**src/rtl/tms_seq_pkg.sv**
```systemverilog
// tms_seq_pkg: shared constants and FSM state type for the stimulation pulse
// sequencer (tms_pulse_sequencer and its us_tick_gen prescaler).
package tms_seq_pkg;

   localparam int unsigned CLK_PER_US = 50;  // sys_clk cycles per microsecond
   localparam int unsigned N_CH       = 5;   // IGBT channels
   localparam int unsigned US_W       = 24;  // microsecond timer / config width
   localparam int unsigned PCNT_W     = 8;   // pulse-in-burst counter width
   localparam int unsigned BCNT_W     = 16;  // burst-in-train counter width

   typedef enum logic [2:0] {
      S_IDLE,
      S_PULSE_ON,
      S_PULSE_GAP,
      S_BURST_GAP,
      S_DONE
   } state_e;

endpackage

```
**src/rtl/tms_pulse_sequencer_us_tick.sv**
```systemverilog
// us_tick_gen: free-running microsecond prescaler.
//   sys_clk / sys_rst : clock, synchronous active-high reset
//   clr               : synchronous clear of the count (restarts the us phase)
//   tick              : high on the last cycle (count CLK_PER_US-1) of each us
module us_tick_gen #(
   parameter int unsigned CLK_PER_US = 50
) (
   input  logic sys_clk,
   input  logic sys_rst,
   input  logic clr,
   output logic tick
);

   localparam int unsigned CW = (CLK_PER_US > 1) ? $clog2(CLK_PER_US) : 1;
   localparam logic [CW-1:0] LAST = CW'(CLK_PER_US - 1);

   logic [CW-1:0] cnt_q, cnt_d;

   always_comb begin
      cnt_d = cnt_q + CW'(1);
      if (clr || (cnt_q == LAST)) begin
         cnt_d = '0;
      end
   end

   always_ff @(posedge sys_clk) begin
      if (sys_rst) begin
         cnt_q <= '0;
      end else begin
         cnt_q <= cnt_d;
      end
   end

   assign tick = (cnt_q == LAST);

endmodule

```
**src/rtl/tms_pulse_sequencer.sv**
```systemverilog
// tms_pulse_sequencer: generates pulse trains (pulses -> bursts -> train) on a
// 1 us timebase, driving per-channel IGBT enables for the programmed width.
//   start / stop        : start request (IDLE only) / abort request
//   ch_sel, pulse_*, burst_*, *_per_* : train configuration, latched at start
//   igbt_on_en          : latched ch_sel while a pulse is on, else 0
//   igbt_on_time        : latched pulse width (held until next accepted start)
//   busy / done / aborted / cfg_err : status and one-cycle strobes
//   pulse_idx / burst_idx : position within the train
// All outputs are registered from next-state values.
module tms_pulse_sequencer #(
   parameter int unsigned CLK_PER_US = tms_seq_pkg::CLK_PER_US,
   parameter int unsigned N_CH       = tms_seq_pkg::N_CH
) (
   input  logic                              sys_clk,
   input  logic                              sys_rst,
   input  logic                              start,
   input  logic                              stop,
   input  logic [N_CH-1:0]                   ch_sel,
   input  logic [tms_seq_pkg::US_W-1:0]      pulse_width_us,
   input  logic [tms_seq_pkg::US_W-1:0]      pulse_period_us,
   input  logic [tms_seq_pkg::PCNT_W-1:0]    pulses_per_burst,
   input  logic [tms_seq_pkg::US_W-1:0]      burst_period_us,
   input  logic [tms_seq_pkg::BCNT_W-1:0]    bursts_per_train,
   output logic [N_CH-1:0]                   igbt_on_en,
   output logic [tms_seq_pkg::US_W-1:0]      igbt_on_time,
   output logic                              busy,
   output logic                              done,
   output logic                              aborted,
   output logic                              cfg_err,
   output logic [tms_seq_pkg::PCNT_W-1:0]    pulse_idx,
   output logic [tms_seq_pkg::BCNT_W-1:0]    burst_idx
);
   import tms_seq_pkg::*;

   state_e              state_q, state_d;
   logic [N_CH-1:0]     ch_q, ch_d;
   logic [US_W-1:0]     width_q, width_d;
   logic [US_W-1:0]     period_q, period_d;
   logic [US_W-1:0]     bperiod_q, bperiod_d;
   logic [PCNT_W-1:0]   ppb_q, ppb_d;
   logic [BCNT_W-1:0]   bpt_q, bpt_d;
   logic [PCNT_W-1:0]   pidx_q, pidx_d;
   logic [BCNT_W-1:0]   bidx_q, bidx_d;
   logic [US_W-1:0]     ptmr_q, ptmr_d;
   logic [US_W-1:0]     btmr_q, btmr_d;
   logic [N_CH-1:0]     en_q, en_d;
   logic                busy_q, busy_d;
   logic                done_q, done_d;
   logic                aborted_q, aborted_d;
   logic                cfg_err_q, cfg_err_d;

   logic                tick;
   logic                presc_clr;
   logic                cfg_ok;
   logic                last_pulse;
   logic                last_burst;
   logic [31:0]         burst_span;
   logic [US_W-1:0]     ptmr_inc;
   logic [US_W-1:0]     btmr_inc;

   us_tick_gen #(.CLK_PER_US(CLK_PER_US)) u_tick (
      .sys_clk (sys_clk),
      .sys_rst (sys_rst),
      .clr     (presc_clr),
      .tick    (tick)
   );

   always_comb begin
      burst_span = 32'(pulses_per_burst) * 32'(pulse_period_us);
      cfg_ok = (pulse_width_us != '0) &&
               (pulse_width_us < pulse_period_us) &&
               (pulses_per_burst != '0) &&
               (bursts_per_train != '0) &&
               (ch_sel != '0) &&
               !((bursts_per_train > BCNT_W'(1)) && (burst_span > 32'(burst_period_us)));

      // saturating "value after this tick"
      ptmr_inc   = (ptmr_q == '1) ? ptmr_q : ptmr_q + US_W'(1);
      btmr_inc   = (btmr_q == '1) ? btmr_q : btmr_q + US_W'(1);
      last_pulse = (pidx_q == ppb_q - PCNT_W'(1));
      last_burst = (bidx_q == bpt_q - BCNT_W'(1));
   end

   always_comb begin
      state_d   = state_q;
      ch_d      = ch_q;
      width_d   = width_q;
      period_d  = period_q;
      bperiod_d = bperiod_q;
      ppb_d     = ppb_q;
      bpt_d     = bpt_q;
      pidx_d    = pidx_q;
      bidx_d    = bidx_q;
      ptmr_d    = ptmr_q;
      btmr_d    = btmr_q;
      aborted_d = 1'b0;
      cfg_err_d = 1'b0;
      presc_clr = 1'b0;

      if ((state_q != S_IDLE) && tick) begin
         ptmr_d = ptmr_inc;
         btmr_d = btmr_inc;
      end

      unique case (state_q)
         S_IDLE: begin
            if (start && !stop) begin
               if (cfg_ok) begin
                  ch_d      = ch_sel;
                  width_d   = pulse_width_us;
                  period_d  = pulse_period_us;
                  bperiod_d = burst_period_us;
                  ppb_d     = pulses_per_burst;
                  bpt_d     = bursts_per_train;
                  pidx_d    = '0;
                  bidx_d    = '0;
                  ptmr_d    = '0;
                  btmr_d    = '0;
                  presc_clr = 1'b1;
                  state_d   = S_PULSE_ON;
               end else begin
                  cfg_err_d = 1'b1;
               end
            end
         end
         S_PULSE_ON: begin
            if (tick && (ptmr_inc == width_q)) begin
               state_d = (last_pulse && last_burst) ? S_DONE : S_PULSE_GAP;
            end
         end
         S_PULSE_GAP: begin
            if (tick && (ptmr_inc == period_q)) begin
               if (!last_pulse) begin
                  pidx_d  = pidx_q + PCNT_W'(1);
                  ptmr_d  = '0;
                  state_d = S_PULSE_ON;
               end else if (!last_burst) begin
                  // burst fully packed (span == burst period): the burst gap
                  // has zero length, so start the next burst on this tick
                  if (btmr_inc == bperiod_q) begin
                     bidx_d  = bidx_q + BCNT_W'(1);
                     pidx_d  = '0;
                     ptmr_d  = '0;
                     btmr_d  = '0;
                     state_d = S_PULSE_ON;
                  end else begin
                     state_d = S_BURST_GAP;
                  end
               end else begin
                  state_d = S_DONE;
               end
            end
         end
         S_BURST_GAP: begin
            if (tick && (btmr_inc == bperiod_q)) begin
               bidx_d  = bidx_q + BCNT_W'(1);
               pidx_d  = '0;
               ptmr_d  = '0;
               btmr_d  = '0;
               state_d = S_PULSE_ON;
            end
         end
         S_DONE: begin
            state_d = S_IDLE;
         end
         default: begin
            state_d = S_IDLE;
         end
      endcase

      if (stop && (state_q != S_IDLE)) begin
         state_d   = S_IDLE;
         aborted_d = 1'b1;
      end

      en_d   = (state_d == S_PULSE_ON) ? ch_d : '0;
      busy_d = (state_d != S_IDLE);
      done_d = (state_d == S_DONE);
   end

   always_ff @(posedge sys_clk) begin
      if (sys_rst) begin
         state_q   <= S_IDLE;
         ch_q      <= '0;
         width_q   <= '0;
         period_q  <= '0;
         bperiod_q <= '0;
         ppb_q     <= '0;
         bpt_q     <= '0;
         pidx_q    <= '0;
         bidx_q    <= '0;
         ptmr_q    <= '0;
         btmr_q    <= '0;
         en_q      <= '0;
         busy_q    <= 1'b0;
         done_q    <= 1'b0;
         aborted_q <= 1'b0;
         cfg_err_q <= 1'b0;
      end else begin
         state_q   <= state_d;
         ch_q      <= ch_d;
         width_q   <= width_d;
         period_q  <= period_d;
         bperiod_q <= bperiod_d;
         ppb_q     <= ppb_d;
         bpt_q     <= bpt_d;
         pidx_q    <= pidx_d;
         bidx_q    <= bidx_d;
         ptmr_q    <= ptmr_d;
         btmr_q    <= btmr_d;
         en_q      <= en_d;
         busy_q    <= busy_d;
         done_q    <= done_d;
         aborted_q <= aborted_d;
         cfg_err_q <= cfg_err_d;
      end
   end

   assign igbt_on_en   = en_q;
   assign igbt_on_time = width_q;
   assign busy         = busy_q;
   assign done         = done_q;
   assign aborted      = aborted_q;
   assign cfg_err      = cfg_err_q;
   assign pulse_idx    = pidx_q;
   assign burst_idx    = bidx_q;

endmodule

```
**config.mk**
```make
export PLATFORM = sky130hd
export DESIGN_NAME = tms_pulse_sequencer
export DESIGN_NICKNAME = d
export VERILOG_FILES = /design/src/rtl/tms_seq_pkg.sv /design/src/rtl/tms_pulse_sequencer_us_tick.sv /design/src/rtl/tms_pulse_sequencer.sv
export SDC_FILE = /design/constraint.sdc
export NUM_CORES = 1
export LEC_CHECK = 0
export BUFFER_PORTS_ARGS = -buffer_cell sky130_fd_sc_hd__buf_2
export CORE_AREA = 3 3 186 188
export CTS_CLUSTER_DIAMETER = 150
export CTS_CLUSTER_SIZE = 14
export DETAILED_ROUTE_END_ITERATION = 6
export DIE_AREA = 0 0 189 191
export PLACE_DENSITY = 0.84
export SETUP_SLACK_MARGIN = 0.1
export SLEW_MARGIN = 20
export SYNTH_ARGS = -nofsm -noshare
export SYNTH_HDL_FRONTEND = slang
export SYNTH_SLANG_ARGS = --single-unit
```
**constraint.sdc**
```tcl
create_clock -name sys_clk -period 7.1 [get_ports sys_clk]
set_input_delay 0.355 -clock sys_clk [delete_from_list [all_inputs] [get_ports sys_clk]]
set_output_delay 0.355 -clock sys_clk [all_outputs]
set_load 0.01 [all_outputs]
```
### After elaboration in Yosys (flattened, before gate mapping)

Cells that the tools add are included.

* register bits after elaboration: 191
* output and inout bits: 57
* logic and storage cells: 138

* add/sub/neg operators: 7
* multiply operators: 1
* order comparisons: 3
* eq/ne operators: 22
* mux-type cells: 55
* bitwise operators: 3
* reduce and logical (&&, ||, !) cells: 30

Operator list (count)
* 2-to-1 mux 24 bit: 18
* one-hot mux 24 bit (3 select lines): 2
* 2-to-1 mux 16 bit: 7
* equality test 24 bit: 3
* 2-to-1 mux 8 bit: 7
* adder 24 x 1 -> 24 bit, second input constant: 2
* equality test 24 bit, second input constant: 2
* one-hot mux 16 bit (3 select lines): 1
* > comparator 32 x 24 -> 1 bit: 1
* multiplier 8 x 24 -> 32 bit: 1
* 2-to-1 mux 3 bit: 9
* < comparator 24 bit: 1
* one-hot mux 8 bit (3 select lines): 1
* nonzero test 24 bit: 1
* adder 16 x 1 -> 16 bit, second input constant: 1
* equality test 16 bit: 1
* > comparator 16 x 1 -> 1 bit, second input constant: 1
* nonzero test 16 bit: 1
* subtractor 16 x 1 -> 16 bit, second input constant: 1
* 2-to-1 mux 5 bit: 3
* inequality test 2 bit, second input constant: 7
* logical AND 1 bit: 13
* one-hot mux 3 bit (4 select lines): 1
* nonzero test 3 bit: 3
* other kinds (22): 33

### Depth between registers and ports, before layout

Gate-level depths: netlist (run 1).

* depth after elaboration: 13
* depth in mapped cells: 32
* mapped depth without buffers: 29

### Modules after synthesis

A second synthesis (run 1) with hierarchy kept.

* cell total of the unflattened synthesis: 2425
* area, all modules: 18828.1 um^2

Modules (own cells, without submodules)
* tms_pulse_sequencer: instances 1, cells an instance 2398, area an instance 18562.8 um^2, sequential area each 3703.6 um^2
* us_tick_gen: instances 1, cells an instance 27, area an instance 265.3 um^2, sequential area each 120.1 um^2

### Worst setup path before layout (run 1)

Ideal clock, no wire load.

* path type: input port to flip-flop
* from: in pulses_per_burst[7] (netlist bit)
* to: reg width_q[22], in the netlist igbt_on_time[22]
* setup time: 0.128 ns
* data arrival time: 7.183 ns
* data required time: 6.972 ns
* slack: -0.211 ns
* stages on the path: 31
* buffers on the path: 3
* path through: clkbuf_1 -> nand2_1 -> fa_1 -> fa_1 -> inv_1 -> fa_1 -> inv_1 -> fa_1 -> inv_1 -> ha_1 -> a21o_1 -> a21oi_1 -> a2111oi_0 -> nor2_1 -> nand2_1 -> a21boi_0 -> xnor2_1 -> ha_1 -> a211oi_1 -> o21ai_0 -> a311oi_1 -> o211ai_1 -> a21oi_1 -> o21ai_0 -> nor4_1 -> a41o_1 -> nor3b_1 -> clkbuf_1 -> clkbuf_1 -> mux2i_1 -> nor2_1

* word-level cells in the longest chain between the ends: 6

RTL lines
* start, declared: RTL line tms_pulse_sequencer.sv:21 `input logic [tms_seq_pkg::PCNT_W-1:0] pulses_per_burst,`
* multiplier 8 x 24 -> 32 bit or nonzero test 8 bit (tied branches): RTL line tms_pulse_sequencer.sv:69, tms_pulse_sequencer.sv:72
* > comparator 32 x 24 -> 1 bit or logical AND 1 bit (tied branches): RTL line tms_pulse_sequencer.sv:75, tms_pulse_sequencer.sv:71
* logical AND 1 bit (on tied branches): RTL line tms_pulse_sequencer.sv:75, tms_pulse_sequencer.sv:72
* zero test 1 bit or logical AND 1 bit (tied branches): RTL line tms_pulse_sequencer.sv:75, tms_pulse_sequencer.sv:73
* logical AND 1 bit (*): RTL line tms_pulse_sequencer.sv:74 `(ch_sel != '0) &&`
* AND reduction 3 bit (no line) (*)
* end signal, assigned: RTL line tms_pulse_sequencer.sv:202 `width_q <= width_d;`
* end, declared: RTL line tms_pulse_sequencer.sv:37 `logic [US_W-1:0] width_q, width_d;`

Mark *: on every way between the ends. The rest lies on a longest branch, timed or not.
A chain may end at the register's enable or synchronous reset.

### Final worst setup path (run 1)

* from: in pulses_per_burst[4] (netlist bit)
* to: reg en_q[4], in the netlist igbt_on_en[4]

* word-level cells in the longest chain between the ends: 12

RTL lines
* multiplier 8 x 24 -> 32 bit or nonzero test 8 bit (tied branches): RTL line tms_pulse_sequencer.sv:69, tms_pulse_sequencer.sv:72
* > comparator 32 x 24 -> 1 bit or logical AND 1 bit (tied branches): RTL line tms_pulse_sequencer.sv:75, tms_pulse_sequencer.sv:71
* logical AND 1 bit (on tied branches): RTL line tms_pulse_sequencer.sv:75, tms_pulse_sequencer.sv:72
* zero test 1 bit or logical AND 1 bit (tied branches): RTL line tms_pulse_sequencer.sv:75, tms_pulse_sequencer.sv:73
* logical AND 1 bit (*): RTL line tms_pulse_sequencer.sv:74
* 2-to-1 mux 3 bit: RTL line tms_pulse_sequencer.sv:108 `if (cfg_ok) begin`
* 2-to-1 mux 3 bit: RTL line tms_pulse_sequencer.sv:107 `if (start && !stop) begin`
* one-hot mux 3 bit (4 select lines): RTL line tms_pulse_sequencer.sv:105 `unique case (state_q)`
* 2-to-1 mux 3 bit: RTL line tms_pulse_sequencer.sv:171 `if (stop && (state_q != S_IDLE)) begin`
* equality test 3 x 1 -> 1 bit: RTL line tms_pulse_sequencer.sv:176 `en_d = (state_d == S_PULSE_ON) ? ch_d : '0;`
* NOT 1 bit (no line)
* OR reduction 2 bit (no line)
* end signal, assigned: RTL line tms_pulse_sequencer.sv:211 `en_q <= en_d;`
* end, declared: RTL line tms_pulse_sequencer.sv:46 `logic [N_CH-1:0] en_q, en_d;`

Marked as above.

==> results.json, run 1 <==
{
  "outcome": "complete, but fails checks",
  "violations": "design-rule violations",
  "io_pins": 162,
  "die_area_um2": 36100,
  "routedWlPerCell_um": 20.3,
  "vias": 18028,
  "path_class": "in2reg",
  "required_ps": 7450,
  "cts_root_buf": "clkbuf_16",
  "overflow": 0,
  "met3_length_um": 5990,
  "diodes": 0,
  "placed_cells": 2903,
  "initial_utilization": 0.552,
  "synth_area_um2": 18400,
  "r2r_start": "ptmr_q[1]",
  "grt_pass1_wl_um": 91000,
  "fmax_ghz": 0.145,
  "cts_max_path_buffers": 2,
  "synth_cells": 2267,
  "ys_ff_latch": 191,
  "p_leak_nw": 9.48,
  "fin_crit_sh": 0.971,
  "hold_class": "in2reg",
  "rows": 67,
  "critPathMaxFanout": 8,
  "gp_congestion": 1.03,
  "worst_pin_slew_ps": 1410,
  "synth_edf_count": 0,
  "cts_hold_buf": 0,
  "yosysWarnings": 0,
  "reg2reg_depth": 15,
  "cts_buffers": 17,
  "dp_hpwl_um": 43900,
  "worst_setup_path_start_kind": "input pin",
  "grt_usage": 0.311,
  "maxSlewViolCount": 0,
  "grt_antenna_before_repair": 2,
  "postRouteAntennaNets": 0,
  "fin_crit_ps": 6890,
  "nNetsFinal": 2843,
  "total_power_w": 0.00694,
  "maxCapViolations": 0,
  "ys.flop_type": "dfxtp_1",
  "syn_area_per_cell_um2": 8.11,
  "finalNonFillerCells": 2960,
  "grt_pass1_vias": 17569,
  "ir_worst_vdd_mv": 0.330,
  "grt_max_degree": 77,
  "fp.dieH_um": 191,
  "cp_slowest_cell": "fa_1",
  "hp-start": "burst_period_us[22]",
  "slew_headroom": 0.0587,
  "cts_tree": "yes",
  "setup_viol": 0,
  "htree_levels": 4,
  "p_per_area_nw_per_um2": 312,
  "worstSetupStartpoint": "pulses_per_burst[4]",
  "drt_iter0_drc": 1918,
  "whs_path_depth": 3,
  "fillerInstances": 2585,
  "topRoutingLayerUsed": "met5",
  "cpMostUsedCell": "fa_1",
  "async_flop_share": 0,
  "clk_latency_ps": 470,
  "max_stage_delay_ps": 540,
  "crit_arrival_ps": 7240,
  "skew_ps": 11.6,
  "ys_types": 77,
  "first_pass_iters": 7,
  "rrSetupSlack_ps": 2020,
  "routed_wl_um": 60000,
  "drive_above_1_share": 0.193,
  "drc": 5,
  "finalHoldViolCount": 0,
  "syn-num-nets": 2611,
  "die_w_um": 189,
  "fp.coreArea_um2": 33300,
  "crit_path_end_kind": "flop",
  "wl_met2_um": 28000,
  "port_buffers": 161,
  "clk_pin_slew_ps": 80,
  "drt-met1-wl_um": 23900,
  "via_per_inst": 6.09,
  "syn_to_final_growth_pct": 21.1,
  "yosysSeqAreaShare": 0.208,
  "clock-sinks": 191
}
-- worst paths after layout --
kind | end
setup / recovery | igbt_on_en[4]
hold / removal | bperiod_q[22]
setup reg to reg | btmr_q[23]
hold reg to reg | u_tick.cnt_q[0]
-- cells in the mapped netlist (12+ instances only) --
master    instances  share of area
o21ai_0          53          0.014
o211ai_1         13         0.0053
and3_1           29         0.0099
a31oi_1          14         0.0048
clkbuf_1         76          0.016
xor2_1           67          0.032
and2_1          136          0.046
buf_2            35         0.0095
a21oi_1          93          0.025
xnor2_1         125          0.060
a211oi_1         14         0.0057
o311ai_0         12         0.0057
ha_1            107          0.073
nand2_1         167          0.034
fa_1            132           0.14
nor4_1           35          0.012
nand2b_1         16         0.0054
mux2i_1         103          0.056
dfxtp_1         191           0.21
nor2_1          256          0.052
nor3_1           42          0.011
inv_1           243          0.050
nand3_1          67          0.018
nand4_1          41          0.014
or3_1            21         0.0071
-- critical path: cells and delay by family --
kind                     cells  cell delay (ps)
AO/OA/AOI/OAI                5             1060
adder cells (fa/ha/maj)      6             2630
XOR/XNOR                     1              130
AND/OR/NAND/NOR             11             1800
multiplexers                 1              220
buffers and inverters        9             1020
-- cells by family after synthesis --
kind of cell,synth area share
xor gates and xnor gates,0.0927
adders and majority gates,0.217
AOI/OAI and AO/OA,0.113
and+or+nand+nor,0.238
DFF,0.208
buffers and inverters,0.0751
muxes,0.0567
-- report_power, final --
part           total (W)  switching [W]  internal [W]  leakage [nW]
combinational    0.00485        0.00258       0.00227          7.64
clock           0.000980       0.000504      0.000476         0.293
sequential       0.00110      0.0000181       0.00109          1.54
-- layout by cell type, fill, tap and decap left out, types with 66 or more instances in the layout --
master,n
nor2_1,255
inv_1,233
dfxtp_1,191
nand2_1,161
buf_2,147
buf_4,134
fa_1,127
xnor2_1,123
and2_1,120
mux2i_1,98
ha_1,90
a21oi_1,75
xor2_1,67
nand3_1,66
-- metal layers --
layer,track usage,vias to the layer above
li1,-,8107
met1,0.418,8712
met2,0.509,1034
met3,0.0570,171
met4,0.0974,4
met5,0,-
-- layout make-up --
class | instances | area (µm²) | share of cell area
clock buffer | 17 | 425 | 0.0191
clock inverter | 15 | 166 | 0.00748
inverter | 243 | 912 | 0.0410
multi-input combinational | 1721 | 13800 | 0.622
sequential | 191 | 3820 | 0.172
tap | 448 | 561 | 0.0252
timing repair buffer | 325 | 2530 | 0.114
-- through the flow --
step	setup WS, ps	cell area, µm²	hold slack [ps]	setup TNS [ps]	utilization
2_1_floorplan	99.9	18400	429	0	-
3_3_place_gp	-390	20500	441	-54900	0.616
3_5_place_dp	-644	20500	469	-98020	0.616
4_1_cts	101	21400	130	0	0.643
5_1_grt	-72.0	22300	154	-3580	0.669
6_report	209	22300	146	0	0.669
-- registers in the layout (all words and copies together), names as in the netlist --
signal	cells
state_q	3
ptmr_q	24
ppb_q	8
done	1
btmr_q	24
igbt_on_time	24
burst_idx	16
bperiod_q	24
bpt_q	16
aborted	1
igbt_on_en	5
cfg_err	1
busy	1
period_q	24
pulse_idx	8
ch_q	5
u_tick.cnt_q	6
-- timing repair --
| action | CTS | global route |
|---|---|---|
| setup buffers | 5 | 9 |
| pin swaps | 16 | 94 |
| cloned | 3 | 10 |
| endpoints found under the setup margin | 174 | 186 |
| gates resized for setup | 42 | 151 |
(Power assumes the default switching activity.)
==> run 2: changes to the inputs <==
--- a/config.mk
+++ b/config.mk
@@ -11,6 +11,7 @@
 export CTS_CLUSTER_SIZE = 14
 export DETAILED_ROUTE_END_ITERATION = 6
 export DIE_AREA = 0 0 189 191
+export MAX_ROUTING_LAYER = met4
 export PLACE_DENSITY = 0.84
 export SETUP_SLACK_MARGIN = 0.1
 export SLEW_MARGIN = 20
==> run 2 against run 1 <==
  * The flow finishes with violations (negative setup slack)
  * Sequential power about the same
  * Core utilization decreased by 0.32 points
  * Register-to-register slack got worse by 90 ps
  * Die area unchanged
  * Combinational power decreased by 3%
  * Cell area decreased by 0.48%
  * Critical path type unchanged
  * Largest power group unchanged
  * First-iteration DRC count decreased by 0.47%
  * Critical path depth increased by 2
  * Clock-buffer cell count unchanged
==> results.json, run 2 (synthesized netlist as in run 1, its figures left out) <==
{
  "final_core_util": 0.666,
  "crit_path_end_kind": "flop",
  "hold_class": "in2reg",
  "clk_pin_slew_ps": 90,
  "setup_tns_ps": -7.13,
  "worst_setup_path_start_kind": "input pin",
  "clock-sinks": 191,
  "rows": 67,
  "grt_antenna_before_repair": 1,
  "grt_usage": 0.323,
  "dp_hpwl_um": 43300,
  "via_per_inst": 6.01,
  "maxCapViolations": 0,
  "skew_ps": 20.0,
  "vias": 17771,
  "hold_slack_ps": 142,
  "cts_max_path_buffers": 2,
  "cp_slowest_cell": "fa_1",
  "grt_pass1_vias": 17389,
  "fillerInstances": 2647,
  "violations": "negative setup slack",
  "fp.dieH_um": 191,
  "overflow": 0,
  "finalHoldViolCount": 0,
  "mostFrequentLayoutCells": "nor2_1, inv_1, dfxtp_1, nand2_1, buf_2",
  "fin_crit_ps": 7110,
  "placed_cells": 2899,
  "initial_utilization": 0.552,
  "worst_pin_slew_ps": 1100,
  "io_pins": 162,
  "required_ps": 7410,
  "grt_max_degree": 106,
  "setup_viol": 1,
  "postRouteAntennaNets": 0,
  "critPathMaxFanout": 8,
  "routed_wl_um": 58800,
  "drive_above_1_share": 0.194,
  "setup_slack_ps": -7.13,
  "power_switching_w": 0.00306,
  "crit_arrival_ps": 7420,
  "max_stage_delay_ps": 540,
  "die_w_um": 189,
  "fp.coreArea_um2": 33300,
  "port_buffers": 161,
  "finalNonFillerCells": 2956,
  "p_leak_nw": 9.42,
  "ir_worst_vdd_mv": 0.299,
  "p_per_area_nw_per_um2": 307,
  "nNetsFinal": 2838,
  "htree_levels": 4,
  "fmax_ghz": 0.141,
  "path_class": "in2reg",
  "syn_to_final_growth_pct": 20.5,
  "layout_commonest_cell": "nor2_1",
  "die_area_um2": 36100,
  "first_pass_iters": 6,
  "gp_congestion": 1.02,
  "rsz0062_at_grt": "true",
  "clk_latency_ps": 470,
  "routedWlPerCell_um": 19.9,
  "fin_crit_sh": 1.00,
  "cts_root_buf": "clkbuf_16",
  "grt_pass1_wl_um": 91600,
  "drc": 0,
  "p_seq_frac": 0.162,
  "maxSlewViolCount": 0,
  "cts_buffers": 17,
  "p_int_w": 0.00374,
  "slew_headroom": 0.257,
  "cpMostUsedCell": "buf_4",
  "outcome": "complete, but fails checks",
  "pwr-share-comb": 0.692,
  "switching_share": 0.450,
  "drt_iter0_drc": 1909,
  "power_frac_clock": 0.146,
  "cts_tree": "yes"
}
run 2: through the flow:
stage / cell area, µm² / setup slack [ps] / total power (W)
floorplan: 18400 / 99.9 / 0.00343
CTS: 21500 / 102 / 0.00610
global placement: 20500 / -433 / 0.00459
global route: 22200 / -130 / 0.00726
finish: 22200 / -7.13 / 0.00681
detailed placement: 20500 / -805 / 0.00474
run 2: metal layers:
metal  vias up  global-route usage  part of all wire
met2       908               0.509              0.46
li1       8097                   -                 -
met1      8622               0.427              0.41
met5         -                   -                 0
met4         0               0.106             0.034
met3       144              0.0504             0.088
run 2: power groups by stage:
stage / combinational (W) / clock [W] / sequential [W]
floorplan: 0.00231 / 0 / 0.00112
global placement: 0.00346 / 0 / 0.00113
detailed placement: 0.00361 / 0 / 0.00113
CTS: 0.00400 / 0.000996 / 0.00110
global route: 0.00511 / 0.00104 / 0.00111
finish: 0.00471 / 0.000995 / 0.00110
run 2: worst max-delay path: cells and delay by family:
family / cells / cell delay, ps
adders and majority gates: 6 / 2200
and+or+nand+nor: 9 / 2000
buffers and inverters: 11 / 1250
AOI/OAI and AO/OA: 7 / 1190
muxes: 1 / 250
xor gates and xnor gates: 1 / 170
run 2: final cells by class:
class	instances	area [µm²]	share of cell area
Sequential cell	191	3820	0.173
Multi-Input combinational cell	1721	13800	0.622
Antenna cell	1	2.50	0.000113
Inverter	243	912	0.0412
Timing Repair Buffer	320	2470	0.111
Clock inverter	15	183	0.00825
Tap cell	448	561	0.0253
Clock buffer	17	425	0.0192
run 2: path summary, 6_finish.rpt:
check                     to                start  slack, ps  cells after the start
max            bperiod_q[15]   pulse_period_us[0]         -7                     35
max reg2reg    burst_idx[14]            ptmr_q[1]       1930                     13
min reg2reg  u_tick.cnt_q[0]      u_tick.cnt_q[0]        470                      1
min                 bpt_q[5]  bursts_per_train[5]        140                      3
run 2: what timing repair did:
item                                    in CTS  in global routing
endpoints found under the setup margin     185                186
pin swaps                                   29                 92
cloned                                       3                  3
gates resized for setup                     59                137
setup buffers                                7                 11
hold buffers                                 0                  0
